`src/rtl/seg_pkg.sv`:
```
// Shared constants for the BCD 7-segment scanner: segment codes, converter
// FSM states, digit slot indices and the BCD-to-segment decoder.
package seg_pkg;

  // Active-high {g,f,e,d,c,b,a}
  localparam logic [6:0] SEG_0     = 7'h3F;
  localparam logic [6:0] SEG_1     = 7'h06;
  localparam logic [6:0] SEG_2     = 7'h5B;
  localparam logic [6:0] SEG_3     = 7'h4F;
  localparam logic [6:0] SEG_4     = 7'h66;
  localparam logic [6:0] SEG_5     = 7'h6D;
  localparam logic [6:0] SEG_6     = 7'h7D;
  localparam logic [6:0] SEG_7     = 7'h07;
  localparam logic [6:0] SEG_8     = 7'h7F;
  localparam logic [6:0] SEG_9     = 7'h6F;
  localparam logic [6:0] SEG_BLANK = 7'h00;

  typedef enum logic [1:0] {
    StIdle,
    StShift,
    StCommit
  } conv_state_e;

  localparam logic [1:0] IDX_LO_U = 2'd0;
  localparam logic [1:0] IDX_LO_T = 2'd1;
  localparam logic [1:0] IDX_HI_U = 2'd2;
  localparam logic [1:0] IDX_HI_T = 2'd3;

  function automatic logic [6:0] seg_decode(input logic [3:0] digit);
    logic [6:0] seg;
    case (digit)
      4'd0:    seg = SEG_0;
      4'd1:    seg = SEG_1;
      4'd2:    seg = SEG_2;
      4'd3:    seg = SEG_3;
      4'd4:    seg = SEG_4;
      4'd5:    seg = SEG_5;
      4'd6:    seg = SEG_6;
      4'd7:    seg = SEG_7;
      4'd8:    seg = SEG_8;
      4'd9:    seg = SEG_9;
      default: seg = SEG_BLANK;
    endcase
    return seg;
  endfunction

endpackage

```
`src/rtl/bcd_seg_scanner_if.sv`:
```
// Display-word in / multiplexed 7-segment out bundle for bcd_seg_scanner.
interface bcd_seg_scanner_if #(
  parameter int unsigned FIELD_W = 6
);
  logic [2*FIELD_W-1:0] data_show;
  logic [3:0]           digit_en;
  logic [6:0]           segment;
  logic [3:0]           digit_sel;
  logic                 busy;

  modport master (
    output data_show,
    output digit_en,
    input  segment,
    input  digit_sel,
    input  busy
  );

  modport slave (
    input  data_show,
    input  digit_en,
    output segment,
    output digit_sel,
    output busy
  );
endinterface

```
`src/rtl/bin2bcd_dd.sv`:
```
// One-field serial double-dabble datapath: load clears the scratch BCD and
// latches the binary value; each shift does the add-3 step then shifts in the MSB.
module bin2bcd_dd #(
  parameter int unsigned FIELD_W = 6
) (
  input  logic               clock,
  input  logic               reset,
  input  logic               load_i,
  input  logic               shift_i,
  input  logic [FIELD_W-1:0] bin_i,
  output logic [7:0]         bcd_o
);

  logic [FIELD_W-1:0] bin_q;
  logic [7:0]         bcd_q;
  logic [7:0]         adj;

  always_comb begin
    adj[3:0] = (bcd_q[3:0] >= 4'd5) ? bcd_q[3:0] + 4'd3 : bcd_q[3:0];
    adj[7:4] = (bcd_q[7:4] >= 4'd5) ? bcd_q[7:4] + 4'd3 : bcd_q[7:4];
  end

  always_ff @(posedge clock or negedge reset) begin
    if (!reset) begin
      bin_q <= '0;
      bcd_q <= '0;
    end else if (load_i) begin
      bin_q <= bin_i;
      bcd_q <= '0;
    end else if (shift_i) begin
      bcd_q <= {adj[6:0], bin_q[FIELD_W-1]};
      bin_q <= {bin_q[FIELD_W-2:0], 1'b0};
    end
  end

  assign bcd_o = bcd_q;

endmodule

```
`src/rtl/bcd_seg_scanner.sv`:
```
// Converts two binary fields to BCD and scans them onto four 7-segment digits.
// Optional macro LEADING_ZERO_BLANK_EN blanks zero-valued tens digits.
module bcd_seg_scanner
  import seg_pkg::*;
#(
  parameter int unsigned FIELD_W  = 6,
  parameter int unsigned SCAN_DIV = 8
) (
  input logic               clock,
  input logic               reset,
  bcd_seg_scanner_if.slave  bus
);

  localparam int unsigned DataW  = 2 * FIELD_W;
  localparam int unsigned CntW   = $clog2(FIELD_W);
  localparam int unsigned PrescW = $clog2(SCAN_DIV);

  conv_state_e      state_q, state_d;
  logic [CntW-1:0]  cnt_q, cnt_d;
  logic [DataW-1:0] captured_q;
  logic             pending_q;
  logic             capture, commit, dd_shift;
  logic [7:0]       lo_bcd, hi_bcd;
  logic [3:0][3:0]  disp_q;

  bin2bcd_dd #(.FIELD_W(FIELD_W)) u_lo (
    .clock   (clock),
    .reset   (reset),
    .load_i  (capture),
    .shift_i (dd_shift),
    .bin_i   (bus.data_show[FIELD_W-1:0]),
    .bcd_o   (lo_bcd)
  );

  bin2bcd_dd #(.FIELD_W(FIELD_W)) u_hi (
    .clock   (clock),
    .reset   (reset),
    .load_i  (capture),
    .shift_i (dd_shift),
    .bin_i   (bus.data_show[DataW-1:FIELD_W]),
    .bcd_o   (hi_bcd)
  );

  always_comb begin
    state_d  = state_q;
    cnt_d    = cnt_q;
    capture  = 1'b0;
    commit   = 1'b0;
    dd_shift = 1'b0;
    unique case (state_q)
      StIdle: begin
        if (pending_q || (bus.data_show != captured_q)) begin
          capture = 1'b1;
          cnt_d   = '0;
          state_d = StShift;
        end
      end
      StShift: begin
        dd_shift = 1'b1;
        cnt_d    = cnt_q + 1'b1;
        if (cnt_q == CntW'(FIELD_W - 1)) state_d = StCommit;
      end
      StCommit: begin
        commit  = 1'b1;
        state_d = StIdle;
      end
      default: state_d = StIdle;
    endcase
  end

  always_ff @(posedge clock or negedge reset) begin
    if (!reset) begin
      state_q    <= StIdle;
      cnt_q      <= '0;
      captured_q <= '0;
      pending_q  <= 1'b1;
      disp_q     <= '0;
    end else begin
      state_q <= state_d;
      cnt_q   <= cnt_d;
      if (capture) begin
        captured_q <= bus.data_show;
        pending_q  <= 1'b0;
      end
      // Both fields land together so the scan never sees a half-updated value
      if (commit) begin
        disp_q[IDX_LO_U] <= lo_bcd[3:0];
        disp_q[IDX_LO_T] <= lo_bcd[7:4];
        disp_q[IDX_HI_U] <= hi_bcd[3:0];
        disp_q[IDX_HI_T] <= hi_bcd[7:4];
      end
    end
  end

  assign bus.busy = (state_q != StIdle);

  logic [PrescW-1:0] presc_q;
  logic [1:0]        idx_q;
  logic [6:0]        segment_q, segment_d;
  logic [3:0]        digit_sel_q, digit_sel_d;
  logic [3:0]        slot_digit;
  logic              slot_show;
  logic              wrap;

  assign wrap = (presc_q == PrescW'(SCAN_DIV - 1));

  always_comb begin
    slot_digit = disp_q[idx_q];
    slot_show  = bus.digit_en[idx_q];
`ifdef LEADING_ZERO_BLANK_EN
    if (((idx_q == IDX_LO_T) || (idx_q == IDX_HI_T)) && (slot_digit == 4'd0)) begin
      slot_show = 1'b0;
    end
`endif
    segment_d   = slot_show ? seg_decode(slot_digit) : SEG_BLANK;
    digit_sel_d = slot_show ? (4'b0001 << idx_q) : 4'b0000;
  end

  always_ff @(posedge clock or negedge reset) begin
    if (!reset) begin
      presc_q     <= '0;
      idx_q       <= IDX_LO_U;
      segment_q   <= SEG_BLANK;
      digit_sel_q <= 4'b0000;
    end else if (wrap) begin
      presc_q     <= '0;
      idx_q       <= idx_q + 2'd1;
      segment_q   <= segment_d;
      digit_sel_q <= digit_sel_d;
    end else begin
      presc_q <= presc_q + 1'b1;
    end
  end

  assign bus.segment   = segment_q;
  assign bus.digit_sel = digit_sel_q;

endmodule

```
`src/flat_wrapper.sv`:
```
// flat-port wrapper written by rule: the top's interface ports become plain ports
module bcd_seg_scanner_flat import seg_pkg::*;
#(
  parameter int unsigned FIELD_W  = 6,
  parameter int unsigned SCAN_DIV = 8
)
  (clock, reset, bus_data_show, bus_digit_en, bus_segment, bus_digit_sel, bus_busy);
  bcd_seg_scanner_if #(.FIELD_W(FIELD_W)) bus_i ();
  input logic clock;
  input logic reset;
  input wire logic [$bits(bus_i.data_show)-1:0] bus_data_show;
  input wire logic [$bits(bus_i.digit_en)-1:0] bus_digit_en;
  output wire logic [$bits(bus_i.segment)-1:0] bus_segment;
  output wire logic [$bits(bus_i.digit_sel)-1:0] bus_digit_sel;
  output wire logic [$bits(bus_i.busy)-1:0] bus_busy;
  assign bus_i.data_show = bus_data_show;
  assign bus_i.digit_en = bus_digit_en;
  assign bus_segment = bus_i.segment;
  assign bus_digit_sel = bus_i.digit_sel;
  assign bus_busy = bus_i.busy;
  bcd_seg_scanner #(.FIELD_W(FIELD_W), .SCAN_DIV(SCAN_DIV)) u_core (.clock(clock), .reset(reset), .bus(bus_i));
endmodule
```
`config.mk`:
```
export PLATFORM = sky130hd
export DESIGN_NAME = bcd_seg_scanner_flat
export DESIGN_NICKNAME = d
export VERILOG_FILES = /design/src/rtl/seg_pkg.sv /design/src/rtl/bcd_seg_scanner_if.sv /design/src/rtl/bin2bcd_dd.sv /design/src/rtl/bcd_seg_scanner.sv /design/src/flat_wrapper.sv
export SDC_FILE = /design/constraint.sdc
export NUM_CORES = 1
export LEC_CHECK = 0
export ABC_AREA = 1
export CELL_PAD_IN_SITES_DETAIL_PLACEMENT = 0
export CELL_PAD_IN_SITES_GLOBAL_PLACEMENT = 1
export CORE_ASPECT_RATIO = 1.5
export CORE_UTILIZATION = 44
export DETAILED_ROUTE_END_ITERATION = 7
export HOLD_SLACK_MARGIN = 0.05
export PLACE_DENSITY = 0.92
export SLEW_MARGIN = 20
export SYNTH_ARGS = -nofsm -noshare
export SYNTH_HDL_FRONTEND = slang
export SYNTH_SLANG_ARGS = --single-unit
```
`constraint.sdc`:
```
create_clock -name clock -period 2.32 [get_ports clock]
set_input_delay 0.464 -clock clock [delete_from_list [all_inputs] [get_ports clock]]
set_output_delay 0.464 -clock clock [all_outputs]
set_load 0.1 [all_outputs]
```
## After elaboration in Yosys (flattened, before gate mapping)

Memories as Yosys holds them, arrays and structs flattened.
Cells that the tools add are included.

| operators by class | value |
|---|---|
| equal/unequal tests | 7 |
| $lt $le $gt $ge | 5 |
| bitwise gates (word level) | 0 |
| reduce and logical (&&, ||, !) cells | 7 |
| muxes and demuxes | 28 |
| multipliers | 0 |
| shift-type cells | 1 |
| $add $sub $neg | 7 |
| div/mod/pow operators | 0 |

Operators with widths:

| cell | number |
|---|---|
| 8-bit two-way mux | 4 |
| 6-bit two-way mux | 4 |
| 4-bit by 3-bit >= comparator with 1-bit output (second input constant) | 4 |
| 4-bit two-way mux | 4 |
| 3-bit two-way mux | 4 |
| 12-bit inequality test | 1 |
| 4-bit by 2-bit adder with 4-bit output (second input constant) | 2 |
| 4-bit binary-select mux with 2-bit select | 1 |
| 7-bit two-way mux | 1 |
| 3-bit by 1-bit adder with 3-bit output (second input constant) | 2 |
| 3-bit by 2-bit adder with 3-bit output (second input constant) | 2 |
| 3-bit equality test (second input constant) | 2 |
| 3-bit case mux with 2 select lines | 1 |
| 2-bit nonzero test | 3 |
| 1-bit two-way mux | 5 |
| 2-bit two-way mux | 2 |
| 2-bit by 1-bit inequality test with 1-bit output (second input constant) | 2 |
| 2-bit case mux with 2 select lines | 1 |
| 2-bit AND reduction | 2 |
| 1-bit by 2-bit << shifter with 4-bit output (first input constant) | 1 |
| 2-bit by 3-bit < comparator with 1-bit output (second input constant) | 1 |
| 2-bit by 1-bit adder with 2-bit output (second input constant) | 1 |
| 1-bit binary-select mux with 2-bit select | 1 |
| 2-bit by 1-bit equality test with 1-bit output (second input constant) | 1 |
| 3 further kinds | 3 |

| word-level totals | value |
|---|---|
| bits in read-only memories | 112 |
| register bits | 78 |
| memories | 1 |
| bits in writable memories | 0 |
| bits in latches | 0 |
| logic and storage cells | 72 |
| bits of input ports | 18 |
| output and inout port bits | 12 |

Memories:

| memory | words | bits a word | read ports | clocked after memory_dff | write ports | RTL line | text |
|---|---|---|---|---|---|---|---|
| (no name shown) | 16 | 7 | 1 | 0 | 0 | seg_pkg.sv:31 | `case (digit)` |

## Depth between registers and ports, before layout

| logic depth | value |
|---|---|
| depth after elaboration | 5 |
| mapped depth | 12 |
| mapped depth without buffers | 11 |

## Modules after synthesis

From an unflattened synthesis, not the netlist that was laid out.

| unflattened totals | value |
|---|---|
| cell total of the unflattened synthesis | 467 |
| area, all modules | 4106.4 µm² |

By module, submodules not included:

| module | area each (µm²) | sequential area each (µm²) | instances | cells an instance |
|---|---|---|---|---|
| bcd_seg_scanner | 2577.5 | 1252.5 | 1 | 287 |
| bin2bcd_dd | 764.5 | 350.3 | 2 | 90 |

## Worst setup path after synthesis

No wires, ideal clock.

| timing path | value |
|---|---|
| kind | register -> output |
| start | register u_core.state_q[1] |
| end | output port bus_busy |
| stages on the path, launching flop included | 4 |
| data required time | 1.856 ns |
| path slack | 0.519 ns |
| data arrival time | 1.337 ns |
| path buffers | 1 |
| path through | dfrtp_1 -> nor2_1 -> clkbuf_1 -> inv_1 |

| between the ends | value |
|---|---|
| cells in the longest elaborated chain, start to end | 1 |

Ends and longest elaborated chain:

| what | RTL line | text |
|---|---|---|
| start: declaration | bcd_seg_scanner.sv:18 | `conv_state_e state_q, state_d;` |
| start signal: assignment | bcd_seg_scanner.sv:73 | `state_q <= StIdle;` |
| start signal: assignment | bcd_seg_scanner.sv:79 | `state_q <= state_d;` |
| 2-bit nonzero test | bcd_seg_scanner.sv:95 | `assign bus.busy = (state_q != StIdle);` |
| end: declaration | flat_wrapper.sv:15 | `output wire logic [$bits(bus_i.busy)-1:0] bus_busy;` |

Every way passes these cells.

## Worst setup path after layout

| timing path | value |
|---|---|
| start | register u_core.idx_q[0] |
| end | register u_core.segment_q[4], in the netlist u_core.bus.segment[4] |

| between the ends | value |
|---|---|
| cells in the longest elaborated chain, start to end | 4 |
| elaborated cells on any way between the ends | 6 |
| those cells by class | mux: 5; memory: 1 |

Ends and longest elaborated chain:

| what | RTL line | text |
|---|---|---|
| start: declaration | bcd_seg_scanner.sv:98 | `logic [1:0] idx_q;` |
| start signal: assignment | bcd_seg_scanner.sv:127 | `idx_q <= idx_q + 2'd1;` |
| 4-bit binary-select mux with 2-bit select | bcd_seg_scanner.sv:108 | `slot_digit = disp_q[idx_q];` |
| 4-bit two-way mux (implied by the code) | bcd_seg_scanner.sv:108 |  |
| memory read 16 x 7 bit | -- |  |
| 7-bit two-way mux * | bcd_seg_scanner.sv:115 | `segment_d = slot_show ? seg_decode(slot_digit) : SEG_BLANK;` |
| end signal: assignment | bcd_seg_scanner.sv:128 | `segment_q <= segment_d;` |
| end: declaration | bcd_seg_scanner.sv:99 | `logic [6:0] segment_q, segment_d;` |

Mark *: on every way between the ends. The rest lies on a longest branch, timed or not. The select of a mux whose other input is x is not followed.
A chain may end at the register's enable or synchronous reset.

==> PnR_summary.wiki <==
{| class="wikitable"
! Metric !! Value
|-
| Buffers inserted during post-CTS setup optimization || 0
|-
| Remaining global-route overflow || 0
|-
| Slew of the pin with the lowest slew margin || 0.793 ns
|-
| Starting Density || 0.452
|-
| Global-route usage over all layers || 0.180
|-
| Clk Latency, worst-skew pair || 0.33 ns
|-
| Via total after detailed routing || 3137
|-
| Clock tree root driver cell || sky130_fd_sc_hd__clkbuf_16
|-
| Number of pins exceeding their max-slew limit in the final report || 0
|-
| Area of the die || 9450 um2
|-
| Area share of the largest cell type after synthesis || 0.483
|-
| Critical path fanouts, max || 13
|-
| Kind of end point of the critical path || register
|-
| Ratio of cells with drive above 1 in the final layout || 0.0801
|-
| Design Power || 6.22 mW
|-
| Commonest cells in the synthesized netlist || 158 x sky130_fd_sc_hd__nand2_1, 77 x sky130_fd_sc_hd__dfrtp_1, 63 x sky130_fd_sc_hd__inv_1
|-
| Initial antenna violation count || 0
|-
| Die span in x || 79.7 um
|-
| Async set or reset register ratio after synthesis || 1.00
|-
| Hpwl dp || 5.29 mm
|-
| Post-route fraction of the period consumed by the critical path || 0.863
|-
| Worst min-delay path category || input pin to async pin
|-
| Leading register cell type out of synthesis || sky130_fd_sc_hd__dfrtp_1
|-
| DR iter-0 viols || 153
|-
| CTS Buf Count || 9
|-
| Outcome || complete, no violations
|-
| Leading cell types by total area after synthesis || sky130_fd_sc_hd__dfrtp_1 48%, sky130_fd_sc_hd__nand2_1 15%, sky130_fd_sc_hd__ha_1 6.6%
|-
| Number of warnings printed during yosys synthesis || 0
|-
| Fill count || 844
|-
| Largest area contributor in the synthesized netlist || sky130_fd_sc_hd__dfrtp_1
|-
| EDFF count, synth || 0
|-
| Std-Cell Core Area || 8830 um2
|-
| Fraction of the yosys area taken by sequential cells || 0.490
|-
| Via/cell ratio || 4.85
|-
| Number of nets still failing antenna checks after routing || 0
|-
| Final count of negative-setup-slack endpoints || 0
|-
| Synthesized netlist net count || 541
|-
| Clock tree sinks || 78
|-
| Number of gates given a new drive strength after cts || 0
|-
| Critical path data required time || between 2 and 3 ns
|-
| Average instance area after synthesis || slightly below 8 um2
|-
| Final wirelength || 7.54 mm
|-
| Maximum vdd drop || 0.00101 V
|-
| Maximum number of pins on one net before global-route repair || 42
|-
| Instance count of the mapped netlist || 502
|-
| Max Clock Skew || 0.00483 ns
|-
| Clock slew at reported path FFs || 0.05 ns
|-
| Unrepaired setup endpoints after global routing || false
|-
| Total iterations of the first detailed-routing run || 6
|-
| Number of synthesized register bits || 78
|-
| Die Y || about 120 um
|-
| Number of hold violations in the final report || 0
|-
| Residual DRC || 0
|-
| Leakage Power || ~2.5 nW
|-
| Number of buffers inserted by port buffering || 29
|-
| Hold-fix buffer count after cts || 0
|-
| Syn-to-layout area delta || 16.2%
|-
| Global-route wire length before repair || 13.2 mm
|-
| Maximum Capacitance Violations || 0
|-
| Buffers from clock root to sink, at most || 2
|-
| Highest Clock Rate || 500 MHz
|-
| Cell area after technology mapping || 3990 um2
|-
| Placer Congestion || 0.814
|-
| Depth of the CTS H-tree || 3
|-
| Via count of the first global-routing pass || 3091
|-
| Cell variety after synth || 22
|-
| Detail-routed net length per standard cell || 11.6 um
|-
| Row count || 42
|-
| Slew margin rel. || 0.470
|-
| Setup Crit Path Kind || register to register
|-
| TritonCTS clock tree || done
|-
| ANT cells || 0
|-
| Count leader, synth || sky130_fd_sc_hd__nand2_1
|-
| Total I/O pin count || 30
|-
| Pwr dens || between 1000 and 1500 nW/um2
|-
| Setup TNS || 0 ns
|-
| Final min period || 2.00 ns
|-
| Net count, final || 573
|-
| Critical Path AT || 2.22 ns
|-
| Startpoint Class || register
|}
==> final timing paths <==
check                             startpoint  slack (ns)                    end  cells past startpoint
max                          u_core.idx_q[0]        0.32  u_core.bus.segment[4]                     10
min                                    reset        0.07        u_core.idx_q[0]                      1
max reg2reg                  u_core.idx_q[0]        0.32  u_core.bus.segment[4]                     10
min reg2reg                u_core.presc_q[0]        0.43      u_core.presc_q[0]                      1
max in group asynchronous              reset        1.64       u_core.pending_q                      2
min in group clock         u_core.presc_q[0]        0.43      u_core.presc_q[0]                      1
==> metrics by stage <==
step | setup WS, ns | cell area (um2) | hold slack, ns | util | std cells
after CTS | 0.299 | 4630 | 0.0820 | 0.525 | 647
after floorplan | 0.519 | 3990 | 0.168 | - | 502
after global placement | 0.280 | 4380 | 0.413 | 0.496 | 633
final | 0.319 | 4630 | 0.0682 | 0.525 | 647
after detailed placement | 0.264 | 4380 | 0.425 | 0.496 | 633
after global routing | 0.121 | 4630 | 0.103 | 0.525 | 647
==> worst max-delay path, stage by stage (launching register included) <==
cell	delay [ns]
sky130_fd_sc_hd__dfrtp_1	0.60
sky130_fd_sc_hd__inv_2	0.20
sky130_fd_sc_hd__nand2_1	0.10
sky130_fd_sc_hd__nand3_1	0.12
sky130_fd_sc_hd__nand2_1	0.19
sky130_fd_sc_hd__inv_1	0.08
sky130_fd_sc_hd__ha_1	0.20
sky130_fd_sc_hd__nor2_1	0.11
sky130_fd_sc_hd__a21oi_1	0.05
sky130_fd_sc_hd__o21ai_0	0.17
sky130_fd_sc_hd__nand2_1	0.07
==> power breakdown <==
| group | switching [mW] | total [mW] | internal [mW] |
|---|---|---|---|
| Sequential | 0.385 | 2.32 | 1.93 |
| Combinational | 1.77 | 2.67 | 0.900 |
| Clock | 0.494 | 1.23 | 0.737 |
| Total | 2.65 | 6.22 | 3.57 |
==> routing by layer <==
metal  vias up  track usage  share of wire  wire, um
li1       1645            -              -         -
met1      1438        0.195           0.43      3260
met2        44        0.326           0.52      3920
met3        10       0.0371          0.028       208
met4         0       0.0784          0.020       147
met5         -            0              0         0
==> cells in the final DEF (no fill, tap or decap), types with 3 or more instances in the layout <==
cell	count
sky130_fd_sc_hd__nand3_1	51
sky130_fd_sc_hd__ha_1	21
sky130_fd_sc_hd__inv_2	3
sky130_fd_sc_hd__a21oi_1	19
sky130_fd_sc_hd__clkdlybuf4s50_1	16
sky130_fd_sc_hd__nand2_1	158
sky130_fd_sc_hd__xor2_1	4
sky130_fd_sc_hd__dfrtp_1	77
sky130_fd_sc_hd__a22o_1	4
sky130_fd_sc_hd__o21ai_0	49
sky130_fd_sc_hd__o21ai_1	3
sky130_fd_sc_hd__inv_1	62
sky130_fd_sc_hd__nor2_1	26
sky130_fd_sc_hd__buf_4	21
sky130_fd_sc_hd__clkbuf_16	9
==> state kept, by name (all words and copies together) (netlist names), 4 cells and up <==
signal,flops
u_core.u_hi.bin_q,6
u_core.u_hi.bcd_o,8
u_core.bus.digit_sel,4
u_core.u_lo.bin_q,6
u_core.disp_q,16
u_core.u_lo.bcd_o,8
u_core.captured_q,12
u_core.bus.segment,7
==> logic make-up (layout without fill, tap and decap cells) <==
family	after synthesis	in the layout	synth area share
AND/OR/NAND/NOR	238	238	0.243
buffers and inverters	83	118	0.0879
flip-flops	78	78	0.490
AO/OA/AOI/OAI	76	76	0.100
adder cells (fa/ha/maj)	21	21	0.0659
XOR/XNOR	6	6	0.0132
==> final cells by class <==
type | instances | area, um2 | share of cell area
Clock inverter | 2 | 10.0 | 0.00216
Clock buffer | 12 | 246 | 0.0532
Tap cell | 110 | 138 | 0.0297
Timing Repair Buffer | 39 | 358 | 0.0773
Sequential cell | 78 | 1950 | 0.422
Multi-Input combinational cell | 341 | 1680 | 0.363
Inverter | 65 | 244 | 0.0527
Power figures use the tool's default switching activity.
==> RTL edit: new RTL, config.mk and constraints unchanged <==
Re-encode `conv_state_e` (3 states) as one-hot, 3 bits wide.
--- a/src/rtl/seg_pkg.sv
+++ b/src/rtl/seg_pkg.sv
@@ -17,6 +17,6 @@
 
-  typedef enum logic [1:0] {
-    StIdle,
-    StShift,
-    StCommit
+  typedef enum logic [2:0] {
+    StIdle   = 3'b001,
+    StShift  = 3'b010,
+    StCommit = 3'b100
   } conv_state_e;
Check against the original RTL: no difference found for any inputs over 10 cycles, from zero or initial values and one cycle with reset low; not proved beyond that.
==> RTL edit against the original RTL <==
- total power decreased by 0.58%
- first-iteration DRC count decreased by 0.65%
- non-clock buffer count decreased by 1
- sequential cell count increased by 1
- fmax increased by 2.1%
- setup slack improved by 0.041 ns
- synthesized area increased by 3.4%
- final area increased by 4.0%
- wire length increased by 8.7%
- sequential share of layout area decreased by 1.1 points
- critical path type unchanged
==> RTL edit: results (changes against the original RTL) <==
| Metric | Value |
|---|---|
| Status | completed |
| Post-Synthesis Cells | 504 (+0.40%) |
| Total GRT Usage | 18.7% (+0.76 points) |
| Met3 GRT Util | 3.62% (-0.084 points) |
| Register area share after synthesis | 48.0% (-0.95 points) |
| CP Capture Point | u_core.bus.segment[3] |
| Highest routed layer | met4 |
| Metal2 WL | 4.20 mm (+7.2%) |
| DR WL/cell | 12.6 um (+8.3%) |
| Post-synthesis cell type count | 32 (+45%) |
| Largest net degree at the start of global routing | 46 (+9.5%) |
| Met1 wire length | 3.53 mm (+8.4%) |
| Routed WL | 8.19 mm (+8.7%) |
| Post-Place Worst Slack | 0.232 ns (-0.0317 ns) |
| CTS max path bufs | 2 (unchanged) |
| Worst-path fanout max | 15 (+2) |
| Vias in the first global route | 3155 (+2.1%) |
| Routability cong. | 0.798 (-1.9%) |
| CTS buffer count | 9 (unchanged) |
| Dpl hpwl | 5.56 mm (+5.1%) |
| Worst-Margin Slew | 0.525 ns (-0.268 ns) |
| Peak supply drop | 0.000952 V (-6.2%) |
| Met3 wire length | 214 um (+2.9%) |
| Total number of vias | 3292 (+4.9%) |
| Max Freq | 0.510 GHz (+2.1%) |
| Area contributors post-synth | dfrtp_1 (47%), nand2_1 (13%), ha_1 (6.4%), inv_1 (4.7%), o21ai_0 (4.5%) |
| Area post-placement | 0.00453 mm2 (+3.4%) |
| Clock root buffer | clkbuf_16 |
| Critical setup path kind | flip-flop to flip-flop |
| Reg2reg path depth | 9 (-1) |
| Layout cells sized above 1 | 11.1% (+3.1 points) |
| LEAKAGE | 2.46 nW (-1.4%) |
| Setup Buffers After CTS | 0 (unchanged) |
| First-pass GRT wire length | 14.0 mm (+6.0%) |
| Area delta synth->final | 16.9% |
| Slowest stage delay, CP | 0.65 ns (+0.05 ns) |
| Syn Nets | 543 (+0.37%) |
| WHS | 0.0950 ns (+0.0268 ns) |
| Iter 0 DRT Violations | 152 (-0.65%) |
| Reg2reg setup slack | 0.36 ns (+0.04 ns) |
| Share of the synthesized area in the top cell type | 46.8% (-1.6 points) |
| Met2 Usage GRT | 33.3% (+0.71 points) |
| Fill count | 842 (-0.24%) |
| DR pass1 iterations | 4 (-2) |
| Most instantiated cells after synthesis | nand2_1 (148), dfrtp_1 (77), inv_1 (52) |
| Clock Skew | 0.00416 ns (-0.000674 ns) |
| Met1 GRT Util | 20.2% (+0.75 points) |
[RTL edit: logic make-up (layout without fill, tap and decap cells)]
| logic type | count (synthesis) | after routing | synth area share (%) |
|---|---|---|---|
| AND/OR/NAND/NOR | 225 | 225 | 22.8 |
| AO/OA/AOI/OAI | 89 | 89 | 12.8 |
| buffers and inverters | 82 | 117 | 8.17 |
| flip-flops | 79 | 79 | 48.0 |
| adder cells (fa/ha/maj) | 21 | 21 | 6.38 |
| XOR/XNOR | 6 | 6 | 1.28 |
| multiplexers | 2 | 2 | 0.547 |
[RTL edit: power by group]
part           switching (mW)  internal (mW)  total, mW
sequential              0.330           1.87       2.20
clock                   0.532          0.857       1.39
combinational            1.71          0.872       2.59
[RTL edit: cell type report]
class	instances	area share, %
repair buffers	38	7.53
inverters	63	4.91
multi-input cells	343	37.6
clock inverters	4	0.935
well taps	110	2.86
clock buffers	12	5.12
flip-flops and latches	79	41.1
